File: src/rtl/beat_decode.sv
// Beat sequencer with run/step/halt control plus instruction register and
// opcode decoder. Produces one-hot beats t0..t7 and one-hot opcode lines.
module beat_decode (
   input  logic        clk,
   input  logic        reset,
   input  logic        start,
   input  logic        stop,
   input  logic        step,
   input  logic        tset,
   input  logic        iir,
   input  logic [15:0] bus,
   output logic        t0,
   output logic        t1,
   output logic        t2,
   output logic        t3,
   output logic        t4,
   output logic        t5,
   output logic        t6,
   output logic        t7,
   output logic [15:0] cmd,
   output logic        _nop,
   output logic        _ld,
   output logic        _ln,
   output logic        _cp,
   output logic        _st,
   output logic        _shl,
   output logic        _add,
   output logic        _sub,
   output logic        _jz,
   output logic        _jb,
   output logic        _jmp,
   output logic        _xor,
   output logic        _or,
   output logic        _and,
   output logic        _shr,
   output logic        _not,
   output logic        _push,
   output logic        _pop,
   output logic        illegal,
   output logic        halted
);

   typedef enum logic [1:0] {
      S_HALT,
      S_RUN,
      S_STEP
   } state_t;

   state_t      state;
   logic [7:0]  beat;
   logic [7:0]  beat_next;
   logic        stop_pend;
   logic        boundary;
   logic [17:0] op_lines;

   // A boundary is the edge that lands on t0, by wrap from t7 or by tset.
   always_comb begin
      beat_next = tset ? 8'h01 : {beat[6:0], beat[7]};
      boundary  = (state != S_HALT) && (tset || beat[7]);
   end

   always_ff @(posedge clk) begin
      if (reset) begin
         state     <= S_HALT;
         beat      <= 8'h01;
         stop_pend <= 1'b0;
         cmd       <= '0;
      end else begin
         if (iir)
            cmd <= bus;
         case (state)
            S_HALT: begin
               beat      <= 8'h01;
               stop_pend <= 1'b0;
               if (start)
                  state <= S_RUN;
               else if (step)
                  state <= S_STEP;
            end
            S_RUN: begin
               beat <= beat_next;
               if (boundary) begin
                  stop_pend <= 1'b0;
                  if (stop || stop_pend)
                     state <= S_HALT;
               end else if (stop) begin
                  stop_pend <= 1'b1;
               end
            end
            S_STEP: begin
               beat      <= beat_next;
               stop_pend <= 1'b0;
               if (boundary)
                  state <= S_HALT;
            end
            default: begin
               state     <= S_HALT;
               beat      <= 8'h01;
               stop_pend <= 1'b0;
            end
         endcase
      end
   end

   assign halted = (state == S_HALT);
   assign {t7, t6, t5, t4, t3, t2, t1, t0} = beat;

   // Unassigned opcodes fall back to nop so exactly one line stays high.
   always_comb begin
      op_lines = '0;
      illegal  = 1'b0;
      case (cmd[15:11])
         5'd0:  op_lines[0]  = 1'b1;
         5'd1:  op_lines[1]  = 1'b1;
         5'd2:  op_lines[2]  = 1'b1;
         5'd3:  op_lines[3]  = 1'b1;
         5'd4:  op_lines[4]  = 1'b1;
         5'd5:  op_lines[5]  = 1'b1;
         5'd6:  op_lines[6]  = 1'b1;
         5'd7:  op_lines[7]  = 1'b1;
         5'd8:  op_lines[8]  = 1'b1;
         5'd9:  op_lines[9]  = 1'b1;
         5'd10: op_lines[10] = 1'b1;
         5'd11: op_lines[11] = 1'b1;
         5'd12: op_lines[12] = 1'b1;
         5'd13: op_lines[13] = 1'b1;
         5'd14: op_lines[14] = 1'b1;
         5'd15: op_lines[15] = 1'b1;
         5'd16: op_lines[16] = 1'b1;
         5'd17: op_lines[17] = 1'b1;
         default: begin
            op_lines[0] = 1'b1;
            illegal     = 1'b1;
         end
      endcase
   end

   assign {_pop, _push, _not, _shr, _and, _or, _xor, _jmp, _jb,
           _jz, _sub, _add, _shl, _st, _cp, _ln, _ld, _nop} = op_lines;

endmodule

File: config.mk
export PLATFORM = sky130hd
export DESIGN_NAME = beat_decode
export DESIGN_NICKNAME = d
export VERILOG_FILES = /design/src/rtl/beat_decode.sv
export SDC_FILE = /design/constraint.sdc
export NUM_CORES = 1
export LEC_CHECK = 0
export BUFFER_PORTS_ARGS = -buffer_cell sky130_fd_sc_hd__buf_4
export CORE_UTILIZATION = 46
export DETAILED_ROUTE_END_ITERATION = 10
export HOLD_SLACK_MARGIN = 0.15
export PLACE_DENSITY = 0.83
export SLEW_MARGIN = 5
export SYNTH_ARGS = -nofsm -noshare
export SYNTH_HDL_FRONTEND = slang
export SYNTH_SLANG_ARGS = --single-unit
File: constraint.sdc
create_clock -name clk -period 3.6 [get_ports clk]
set_input_delay 0.18 -clock clk [delete_from_list [all_inputs] [get_ports clk]]
set_output_delay 0.18 -clock clk [all_outputs]
set_load 0.005 [all_outputs]
==> metrics list <==
- Critical path's top delay family: simple AND/OR/NAND/NOR gates
* Status: completed
- Post-CTS Resized: 0
* Placed instance area: 1670 µm²
- Global router's overall resource usage: 22.8%
* Final hold violation count: 0
* Final worst-path cycle share: a little under half
* Critical Path AT: 1.44 ns
- Commonest cells after routing, fill and taps aside: sky130_fd_sc_hd__buf_4 (66), sky130_fd_sc_hd__nor2_1 (32), sky130_fd_sc_hd__dfxtp_1 (27)
- Critical Path Source Type: register
- CP cell instances: nor3_2, nor2b_1, a21o_1, buf_4
* Final global-route overflow total: 0
* TNS Setup: 0 ns
- Cell with the largest stage delay on the worst path: sky130_fd_sc_hd__dfxtp_1
- The finished cells cover 1870 µm².
* Total vias in the final route: 1136
- CP max FO: 8
* Count of pins over their slew limit: 0
- Number of primary I/O pins: 67
- Wire length of the first global-routing pass: 4600 µm
* Buffer count from post-CTS setup fixing: 0
* FF-to-FF setup slack: ~2.0 ns
- The longest clock path from root to sink contains 2 buffers.
- Number of global-route vias before repair: 1102
- Insertion delay of the later-clocked pin in the worst-skew pair: 0.31 ns
- CTS tree: done
- Reg-to-reg critical path startpoint: state[0]
- The wire-length estimate of the detail-placed layout is 2010 µm.
* Gate Count Post-Synth: 120
- After synthesis the netlist holds a flip-flop and latch count of 27.
- Critical register-to-register path endpoint: beat[6]
- Measured slew at the worst slew-check pin: 0.703 ns
* Standby leakage power: 0.923 nW
- WP data required: 3.42 ns
- The congestion estimate from routability-driven global placement came to 0.749.
* Largest stage delay on the critical path: between 0.4 and 0.5 ns
- Setup violations remaining at the end of the flow were counted as 0.
* Total CTS buffers: 3
* Filler cell count in the final layout: between 150 and 200
- Crit end category: output port
* Total length of routed wires: 2910 µm
- Drt drc: 0
* Power Density: 368 nW/µm²
* Slew HR: 53.0%
* Bufs and invs on worst path: 1
- After clock tree synthesis, the clock-pin slew on the worst setup and hold paths is 0.14 ns.
- Dividing the synthesized area by the synthesized cell count gives 9.69 µm².
* Final Total Pwr: 686 µW
* Number of violations of the max-capacitance limit: 0
* Pin count of the biggest net entering global routing: 23
- Highest ir drop seen on vdd: 0.000286 V
- Sequential element share of the synthesized area: a little under half
- Initial Utilization: 50.6%
* Yosys warnings: 0
- The total area inside the core boundary comes to 2300 µm².
- The worst setup path is of the register to output port kind.
* Count of placed standard cells in the final layout, fillers left out: 231
* Sink count of the clock tree: 27
- Measured in cells, the most critical reg-to-reg path has a length of 4.
* Depth of the CTS H-tree: 1
- Post-synthesis instance area: roughly 1200 µm²
- Counting every net in the synthesized netlist gives 146.
- Min-Delay Endpoint: beat[0]
- The synthesized netlist contains 29 unique library cells.
- Hold wc startpoint: tset
- Commonest non-fill, non-tap cell in the layout: sky130_fd_sc_hd__buf_4
- 0 antenna diodes ended up in the layout.
* Area growth from synthesis to layout: 60.5%
- The first routing iteration left 11 violations.
* I/O Buffers: 66
- Cells on Worst Hold Path: 3
- Number of buffers inserted for hold repair after clock tree synthesis: 17
- Root Buffer: sky130_fd_sc_hd__clkbuf_4
* Initial antenna violation count: 0
- Number of core rows: 17
- In the routed layout, each cell is associated on average with a via count of 4.92.
* Min-delay worst type: primary input to register
- DRT antenna net count: 0
- Achievable clock frequency: 0.616 GHz
- Start point of the critical path: cmd[12]
- The floorplan step defined a die boundary enclosing approximately 2700 µm².
- X dimension of the die: roughly 52 µm
- Counting tap cells, the placed design contains a total of 210 instances.
- Setup repair after global routing left no endpoint under its margin.
- Net count reported at finish: 230
* Fraction of final layout cells sized beyond drive strength 1: just under 40%
- Routed WL per cell: 12.6 µm
- Worst-case clock skew: roughly 0.0079 ns
- The smallest clock period supported by the final layout is computed as between 1.5 and 2 ns.
* Die Height: 52.3 µm
- Detailed Routing Iterations Pass 1: 4
cells in the mapped netlist (all sizes together):
| cell | number | area share, % |
|---|---|---|
| nor3b | 1 | 0.65 |
| nor2b | 1 | 0.54 |
| nor2 | 33 | 11 |
| nand2 | 5 | 1.8 |
| nor4b | 1 | 0.75 |
| o31ai | 2 | 2.9 |
| buf | 4 | 2.2 |
| dfxtp | 27 | 47 |
| a21o | 1 | 0.65 |
| and2 | 7 | 3.8 |
| mux2i | 16 | 14 |
| a211o | 2 | 1.7 |
| ha | 3 | 3.2 |
| a22oi | 1 | 1.1 |
| nand3b | 1 | 0.65 |
| and3b | 1 | 0.75 |
| or3b | 1 | 0.75 |
| inv | 3 | 0.97 |
| or3 | 1 | 0.54 |
| nand2b | 3 | 1.6 |
| and3 | 1 | 0.54 |
| o21bai | 1 | 0.65 |
| o41ai | 1 | 1.4 |
| nor3 | 3 | 1.7 |
cell families after synthesis:
| logic type | synth area share, % |
|---|---|
| AOI/OAI and AO/OA | 8.40 |
| adders and majority gates | 3.23 |
| and+or+nand+nor | 25.0 |
| buffers and inverters | 3.12 |
| muxes | 13.8 |
| DFF | 46.5 |
sequential cells by signal, summed over array words and instances (netlist names):
register,count
beat,8
cmd,16
state,2
stop_pend,1
worst max path at each step:
stage / end / slack, ns / cells past startpoint
after floorplan: state[0] / 2.28 / 5
after global placement: beat[2] / 2.21 / 4
after detailed placement: beat[5] / 2.09 / 4
after CTS: _nop / 1.96 / 4
after global routing: _cp / 1.88 / 3
final: _nop / 1.98 / 4
metal layers:
| metal | global-route usage, % | up-vias | routed length, µm |
|---|---|---|---|
| met3 | 4.35 | 4 | 201 |
| met2 | 41.9 | 49 | 1450 |
| met5 | 0 | - | 0 |
| met4 | 7.89 | 0 | 34 |
| met1 | 26.1 | 515 | 1220 |
| li1 | - | 568 | - |
where the power goes:
group	internal [mW]	switching, mW	leakage, nW
Combinational	0.116	0.105	0.684
Sequential	0.323	0.0170	0.221
Clock	0.0415	0.0833	0.0177
area by class of cell:
| cell class | instances | area (µm²) | share of cell area [%] |
|---|---|---|---|
| repair buffers | 83 | 666 | 35.7 |
| well taps | 28 | 35.0 | 1.88 |
| clock inverters | 1 | 5.00 | 0.268 |
| inverters | 3 | 11.3 | 0.604 |
| flip-flops and latches | 27 | 541 | 29.0 |
| clock buffers | 3 | 22.5 | 1.21 |
| multi-input cells | 86 | 586 | 31.4 |
through the flow:
| stage | util (%) | worst slack, ns | hold slack, ns |
|---|---|---|---|
| floorplan | - | 2.28 | 0.279 |
| global placement | 72.6 | 2.21 | 0.392 |
| detailed placement | 72.6 | 2.09 | 0.396 |
| CTS | 81.2 | 1.96 | 0.150 |
| global route | 81.2 | 1.88 | 0.154 |
| finish | 81.2 | 1.98 | 0.161 |
worst min-delay path: stages:
cell                       delay (ns)
sky130_fd_sc_hd__buf_4           0.09
sky130_fd_sc_hd__nor3b_1         0.10
sky130_fd_sc_hd__nand2b_1        0.08
Note: power is estimated with default switching activity, not from simulation.
